==> config.mk <==
export PLATFORM = sky130hd
export DESIGN_NAME = rtc_access_sched_flat
export DESIGN_NICKNAME = d
export VERILOG_FILES = /design/src/rtl/rtc_access_sched_if.sv /design/src/rtl/rtc_access_sched.sv /design/src/flat_wrapper.sv
export SDC_FILE = /design/constraint.sdc
export NUM_CORES = 1
export LEC_CHECK = 0
export CAP_MARGIN = 10
export CELL_PAD_IN_SITES_DETAIL_PLACEMENT = 2
export CELL_PAD_IN_SITES_GLOBAL_PLACEMENT = 2
export CORE_MARGIN = 2
export CORE_UTILIZATION = 33
export DETAILED_ROUTE_END_ITERATION = 8
export GPL_ROUTABILITY_DRIVEN = 1
export GPL_TIMING_DRIVEN = 1
export PLACE_DENSITY_LB_ADDON = 0.1
export SKIP_CTS_REPAIR_TIMING = 1
export SLEW_MARGIN = 40
export SYNTH_ARGS = -nofsm -noshare
export SYNTH_HDL_FRONTEND = slang
export SYNTH_SLANG_ARGS = --single-unit
export TNS_END_PERCENT = 10
==> constraint.sdc <==
create_clock -name clk -period 2.5 [get_ports clk]
set_clock_uncertainty 0.2 [all_clocks]
set_input_delay 0.25 -clock clk [delete_from_list [all_inputs] [get_ports clk]]
set_output_delay 0.25 -clock clk [all_outputs]
set_load 0.01 [all_outputs]
==> src/rtl/rtc_access_sched_if.sv <==
// RTC bus handshake between the access scheduler (master) and the RTC bus interface (slave).
interface rtc_access_sched_if;
  logic       bus_req;
  logic       bus_we;
  logic [7:0] bus_addr;
  logic [7:0] bus_wdata;
  logic       bus_ack;
  logic [7:0] bus_rdata;

  modport master (
    output bus_req, bus_we, bus_addr, bus_wdata,
    input  bus_ack, bus_rdata
  );

  modport slave (
    input  bus_req, bus_we, bus_addr, bus_wdata,
    output bus_ack, bus_rdata
  );
endinterface

==> src/rtl/rtc_access_sched.sv <==
// RTC access scheduler: periodic register scan arbitrated against one-deep user writes.
// Optional ack timeout enabled by defining RTC_TIMEOUT_EN.
module rtc_access_sched #(
  parameter int unsigned N_REGS      = 6,
  parameter logic [7:0]  BASE_ADDR   = 8'h21,
  parameter int unsigned SCAN_DIV    = 100000,
  parameter int unsigned TIMEOUT_CYC = 255
) (
  input  logic                      clk,
  input  logic                      reset,
  input  logic                      prog_mode,
  input  logic                      wr_req,
  input  logic [2:0]                wr_idx,
  input  logic [7:0]                wr_data,
  rtc_access_sched_if.master        bus,
  output logic                      rd_valid,
  output logic [2:0]                rd_idx,
  output logic [7:0]                rd_data,
  output logic                      select,
  output logic                      busy,
  output logic                      err
);

  localparam int unsigned TW       = $clog2(SCAN_DIV);
  localparam logic [TW-1:0] TMR_LAST = TW'(SCAN_DIV - 1);
  localparam logic [2:0]  LAST_IDX = 3'(N_REGS - 1);

  typedef enum logic [1:0] {IDLE, READ, WRITE} state_t;

  state_t        state;
  logic [TW-1:0] timer;
  logic          scan_pending;
  logic [2:0]    scan_idx;
  logic          slot_full;
  logic [2:0]    slot_idx;
  logic [7:0]    slot_data;
  logic          prog_q;

  logic expire;
  logic fall;
  logic tmo_hit;
  logic done;

  assign expire = (timer == TMR_LAST);
  assign fall   = prog_q & ~prog_mode;
  assign done   = bus.bus_ack | tmo_hit;

`ifdef RTC_TIMEOUT_EN
  localparam int unsigned CW = $clog2(TIMEOUT_CYC + 1);
  logic [CW-1:0] tmo_cnt;
  assign tmo_hit = (tmo_cnt == CW'(TIMEOUT_CYC - 1));
`else
  assign tmo_hit = 1'b0;
`endif

  // Scheduler FSM plus scan timer, write slot and prog_mode tracking.
  always_ff @(posedge clk or posedge reset) begin
    if (reset) begin
      state         <= IDLE;
      bus.bus_req   <= 1'b0;
      bus.bus_we    <= 1'b0;
      bus.bus_addr  <= '0;
      bus.bus_wdata <= '0;
      rd_valid      <= 1'b0;
      rd_idx        <= '0;
      rd_data       <= '0;
      select        <= 1'b1;
      busy          <= 1'b0;
      err           <= 1'b0;
      timer         <= '0;
      scan_pending  <= 1'b0;
      scan_idx      <= '0;
      slot_full     <= 1'b0;
      slot_idx      <= '0;
      slot_data     <= '0;
      prog_q        <= 1'b0;
`ifdef RTC_TIMEOUT_EN
      tmo_cnt       <= '0;
`endif
    end else begin
      timer    <= expire ? '0 : timer + TW'(1);
      prog_q   <= prog_mode;
      select   <= ~prog_mode;
      rd_valid <= 1'b0;
      err      <= 1'b0;
      if (expire) scan_pending <= 1'b1;
      if (wr_req) begin
        slot_full <= 1'b1;
        slot_idx  <= wr_idx;
        slot_data <= wr_data;
      end
`ifdef RTC_TIMEOUT_EN
      tmo_cnt <= tmo_cnt + CW'(1);
`endif

      case (state)
        IDLE: begin
          // Pending write wins; scans also wait out the cycle prog_mode falls.
          if (slot_full) begin
            state         <= WRITE;
            busy          <= 1'b1;
            bus.bus_req   <= 1'b1;
            bus.bus_we    <= 1'b1;
            bus.bus_addr  <= BASE_ADDR + 8'(slot_idx);
            bus.bus_wdata <= slot_data;
            if (!wr_req) slot_full <= 1'b0;
`ifdef RTC_TIMEOUT_EN
            tmo_cnt <= '0;
`endif
          end else if (scan_pending && !prog_mode && !prog_q) begin
            state        <= READ;
            busy         <= 1'b1;
            bus.bus_req  <= 1'b1;
            bus.bus_we   <= 1'b0;
            bus.bus_addr <= BASE_ADDR + 8'(scan_idx);
`ifdef RTC_TIMEOUT_EN
            tmo_cnt <= '0;
`endif
          end
        end
        READ: begin
          if (done) begin
            state       <= IDLE;
            busy        <= 1'b0;
            bus.bus_req <= 1'b0;
            err         <= ~bus.bus_ack;
            if (bus.bus_ack) begin
              rd_valid <= 1'b1;
              rd_idx   <= scan_idx;
              rd_data  <= bus.bus_rdata;
            end
            if (scan_idx == LAST_IDX) begin
              scan_idx     <= '0;
              scan_pending <= expire;
            end else begin
              scan_idx <= scan_idx + 3'd1;
            end
          end
        end
        WRITE: begin
          if (done) begin
            state       <= IDLE;
            busy        <= 1'b0;
            bus.bus_req <= 1'b0;
            err         <= ~bus.bus_ack;
          end
        end
        default: state <= IDLE;
      endcase

      // Leaving programming mode forces a full refresh from register 0.
      if (fall) begin
        scan_pending <= 1'b1;
        scan_idx     <= '0;
      end
    end
  end

endmodule
==> src/flat_wrapper.sv <==
// flat-port wrapper written by rule: the top's interface ports become plain ports
module rtc_access_sched_flat 
#(
  parameter int unsigned N_REGS      = 6,
  parameter logic [7:0]  BASE_ADDR   = 8'h21,
  parameter int unsigned SCAN_DIV    = 100000,
  parameter int unsigned TIMEOUT_CYC = 255
)
  (clk, reset, prog_mode, wr_req, wr_idx, wr_data, rd_valid, rd_idx, rd_data, select, busy, err, bus_bus_req, bus_bus_we, bus_bus_addr, bus_bus_wdata, bus_bus_ack, bus_bus_rdata);
  rtc_access_sched_if bus_i ();
  input  logic clk;
  input  logic reset;
  input  logic prog_mode;
  input  logic wr_req;
  input  logic [2:0] wr_idx;
  input  logic [7:0] wr_data;
  output logic rd_valid;
  output logic [2:0] rd_idx;
  output logic [7:0] rd_data;
  output logic select;
  output logic busy;
  output logic err;
  output wire logic [$bits(bus_i.bus_req)-1:0] bus_bus_req;
  output wire logic [$bits(bus_i.bus_we)-1:0] bus_bus_we;
  output wire logic [$bits(bus_i.bus_addr)-1:0] bus_bus_addr;
  output wire logic [$bits(bus_i.bus_wdata)-1:0] bus_bus_wdata;
  input wire logic [$bits(bus_i.bus_ack)-1:0] bus_bus_ack;
  input wire logic [$bits(bus_i.bus_rdata)-1:0] bus_bus_rdata;
  assign bus_bus_req = bus_i.bus_req;
  assign bus_bus_we = bus_i.bus_we;
  assign bus_bus_addr = bus_i.bus_addr;
  assign bus_bus_wdata = bus_i.bus_wdata;
  assign bus_i.bus_ack = bus_bus_ack;
  assign bus_i.bus_rdata = bus_bus_rdata;
  rtc_access_sched #(.N_REGS(N_REGS), .BASE_ADDR(BASE_ADDR), .SCAN_DIV(SCAN_DIV), .TIMEOUT_CYC(TIMEOUT_CYC)) u_core (.clk(clk), .reset(reset), .prog_mode(prog_mode), .wr_req(wr_req), .wr_idx(wr_idx), .wr_data(wr_data), .bus(bus_i), .rd_valid(rd_valid), .rd_idx(rd_idx), .rd_data(rd_data), .select(select), .busy(busy), .err(err));
endmodule
==> results.py <==
metrics = {
    "sta": {
        "tightest_slew_ns": 0.538,
        "finalSetupTns_ns": 0,
        "drv_slew": 0,
        "fmax_ghz": 0.463,
        "period_needed_ns": 2.16,
        "rsz0062_at_grt": "no",
        "setup_viol": 0,
        "fin_crit_sh_pct": 86.5,
        "hold_viol": 0,
        "slew_headroom_pct": 64.0,
        "setup_ws_ns": 0.339,
    },
    "setup_path": {
        "worstSetupEndpointType": "flip-flop",
        "crit_slowest_cell": "or4b_4",
        "reg2reg_slack_ns": 0.34,
        "cp_cell_sequence": "ha_1 > and2_1 > or4b_4 > nor3_4 > nor2_1",
        "max_stage_delay_ns": 0.48,
        "cp-start-kind": "flip-flop",
        "rr_startpoint": "u_core.timer[0]",
        "crit_end": "u_core.timer[10]",
        "reg2reg_to": "u_core.timer[10]",
        "crit_arrival_ns": 2.16,
        "critical_path.max_fanout": 10,
        "crit_type": "flip-flop to flip-flop",
        "cpLargestDelayFamily": "simple AND/OR/NAND/NOR gates",
        "worst-path-stages": 5,
        "crit_buf_inv": 0,
        "required_ns": 2.50,
        "rr_worst_depth": 5,
        "worstSetupStartpoint": "u_core.timer[0]",
    },
    "clock_tree": {
        "cts.path.max_buffers": 2,
        "clk_pin_slew_ns": 0.08,
        "cts_tree": "yes",
        "clockRootBuffer": "clkbuf_8",
        "numCtsBuffers": 9,
        "worstSkewPairLatency_ns": 0.33,
        "clkSinkCount": 64,
        "htreeDepth": 3,
    },
    "power_and_ir_drop": {
        "pwr-share-seq_pct": 42.6,
        "ir_drop_uv": 451,
        "swShare_pct": 29.1,
        "power_density_mw_per_mm2": 923,
        "cell_internal_pwr_mw": 2.32,
        "power_switching_mw": 0.952,
        "p_leak_nw": 1.57,
        "p_comb_share_pct": 31.2,
        "clockPowerShare_pct": 26.2,
    },
    "cells_and_area": {
        "n_antenna_cell": 0,
        "multi_input_area_mm2": 0.00103,
        "regArea_mm2": 0.00160,
        "drive_gt1_share_pct": 20.6,
        "n_fill_cell": 856,
        "final_cell_mix": "dfrtp_1, clkdlybuf4s50_1, mux2_2",
        "mostFrequentLayoutCell": "dfrtp_1",
        "fin_cells": 387,
        "fin_nets": 306,
        "syn_to_final_growth_pct": 30.7,
    },
    "floorplan": {
        "rows": 33,
        "coreArea_mm2": 0.00809,
        "die_h_um": 94.7,
        "io_pins": 57,
        "die_w_um": 94.7,
        "start_util_pct": 33.5,
        "die_area_mm2": 0.00896,
    },
    "drt": {
        "routed_via_density": 4.77,
        "dr.pass1.iters": 4,
        "ant_nets": 0,
        "vias": 1845,
        "wirelength_mm": 5.87,
        "wl_per_cell_um": 15.2,
        "drt-initial-drc-count": 12,
        "drcViolationCount": 0,
    },
    "logic_synthesis": {
        "syn_inst": 217,
        "synthArstFlopShare_pct": 100,
        "syn-cell-area_mm2": 0.00271,
        "yosysSeqAreaShare_pct": 59.1,
        "syn_avg_cell_area_um2": 12.5,
        "yosys_warnings": 0,
        "synth-edff-count": 0,
        "synthDistinctLibCells": 34,
        "ys_seq_elements": 64,
        "synth_flop_cell": "dfrtp_1",
    },
    "global_route": {
        "grt_pass1_wl_mm": 10.3,
        "busiest_layer": "met2",
        "use_met3_pct": 4.79,
        "grt_pass1_vias": 2055,
        "met1_usage_pct": 19.5,
        "grtUsageTotal_pct": 15.0,
        "grtUsageMet2_pct": 23.2,
        "grt_overflow": 0,
        "grt_max_degree": 32,
        "antenna_found_initial": 0,
    },
    "run": {
        "maxCapViolations": 0,
    },
    "placement": {
        "gp_congestion": 0.744,
        "dp_cells": 371,
        "dp_hpwl_mm": 4.26,
        "dp_worst_setup_slack_ns": 0.334,
        "portBuffers": 52,
    },
    "run_status": {
        "status": "finished clean",
    },
    "hold_path": {
        "hp-class": "input pin to asynchronous set/reset pin",
    },
}
-- kinds of logic after synthesis --
kind of cell | count (synthesis) | synth area share [%]
fa+ha+maj | 5 | 2.31
compound gates | 16 | 3.46
xor+xnor | 16 | 5.17
simple gates | 65 | 13.0
other cells | 1 | 0.138
buf+inv | 17 | 3.18
flops | 64 | 59.1
mux | 33 | 13.7
-- power by group through the flow --
| stage | clock network, mW | registers, mW | logic, mW |
|---|---|---|---|
| 2_1_floorplan | 0 | 1.47 | 0.445 |
| 3_3_place_gp | 0 | 1.40 | 1.02 |
| 3_5_place_dp | 0 | 1.42 | 1.04 |
| 4_1_cts | 0.898 | 1.40 | 1.05 |
| 5_1_grt | 0.944 | 1.43 | 1.13 |
| 6_report | 0.857 | 1.39 | 1.02 |
-- cells in the mapped netlist, drive strengths merged (2+ instances only) --
cell type,number,area [um^2]
nand2,15,56.3
buf,8,52.6
nor3,4,31.3
inv,7,26.3
dfrtp,63,1580
xnor2,7,61.3
clkbuf,2,7.51
xor2,9,78.8
a21oi,5,25.0
nor2,15,56.3
ha,5,62.6
nor2b,2,12.5
mux2,33,372
nand2b,4,25.0
nand3,9,45.0
nand4,6,43.8
and4,3,26.3
and3,2,12.5
o21ai,7,35.0
-- worst min path at each step --
stage | start | end | slack (ns)
2_1_floorplan | prog_mode | u_core.select | 0.08
3_3_place_gp | u_core.bus.bus_addr[5] | u_core.bus.bus_addr[5] | 0.25
3_5_place_dp | u_core.bus.bus_addr[5] | u_core.bus.bus_addr[5] | 0.26
4_1_cts | reset | u_core.bus.bus_wdata[6] | 0.06
5_1_grt | reset | u_core.bus.bus_wdata[6] | 0.1
6_report | reset | u_core.bus.bus_wdata[6] | 0.06
-- stage by stage --
step                      hold slack, ns  util (%)  total power, mW  cell area (um^2)
after global routing              0.0994      43.8             3.51              3550
after detailed placement           0.255      41.5             2.45              3360
final                             0.0626      43.8             3.27              3550
after floorplan                   0.0762         -             1.91              2720
after CTS                         0.0629      43.8             3.35              3550
after global placement             0.251      41.5             2.42              3360
-- layer usage --
| metal | vias up | share of wire, % |
|---|---|---|
| met5 | - | 0 |
| met4 | 0 | 1.2 |
| met3 | 6 | 5.5 |
| met2 | 44 | 48 |
| met1 | 942 | 45 |
| li1 | 853 | - |
-- registers in the layout, indices dropped and copies added (netlist names) --
| name | count |
|---|---|
| u_core.timer | 17 |
| u_core.bus.bus_addr | 5 |
| u_core.slot_idx | 3 |
| u_core.prog_q | 1 |
| u_core.bus.bus_we | 1 |
| u_core.slot_data | 8 |
| u_core.rd_idx | 3 |
| u_core.select | 1 |
| u_core.slot_full | 1 |
| u_core.rd_data | 8 |
| u_core.rd_valid | 1 |
| u_core.scan_pending | 1 |
| u_core.bus.bus_wdata | 8 |
| u_core.scan_idx | 3 |
| u_core.busy | 1 |
| u_core.state | 2 |
-- cell type report --
class	count	area share (%)
Tap cell	105	3.71
Sequential cell	64	45.2
Clock buffer	10	3.60
Timing Repair Buffer	56	15.9
Inverter	7	0.741
Multi-Input combinational cell	139	29.2
Clock inverter	6	1.69
(Power assumes the default switching activity.)
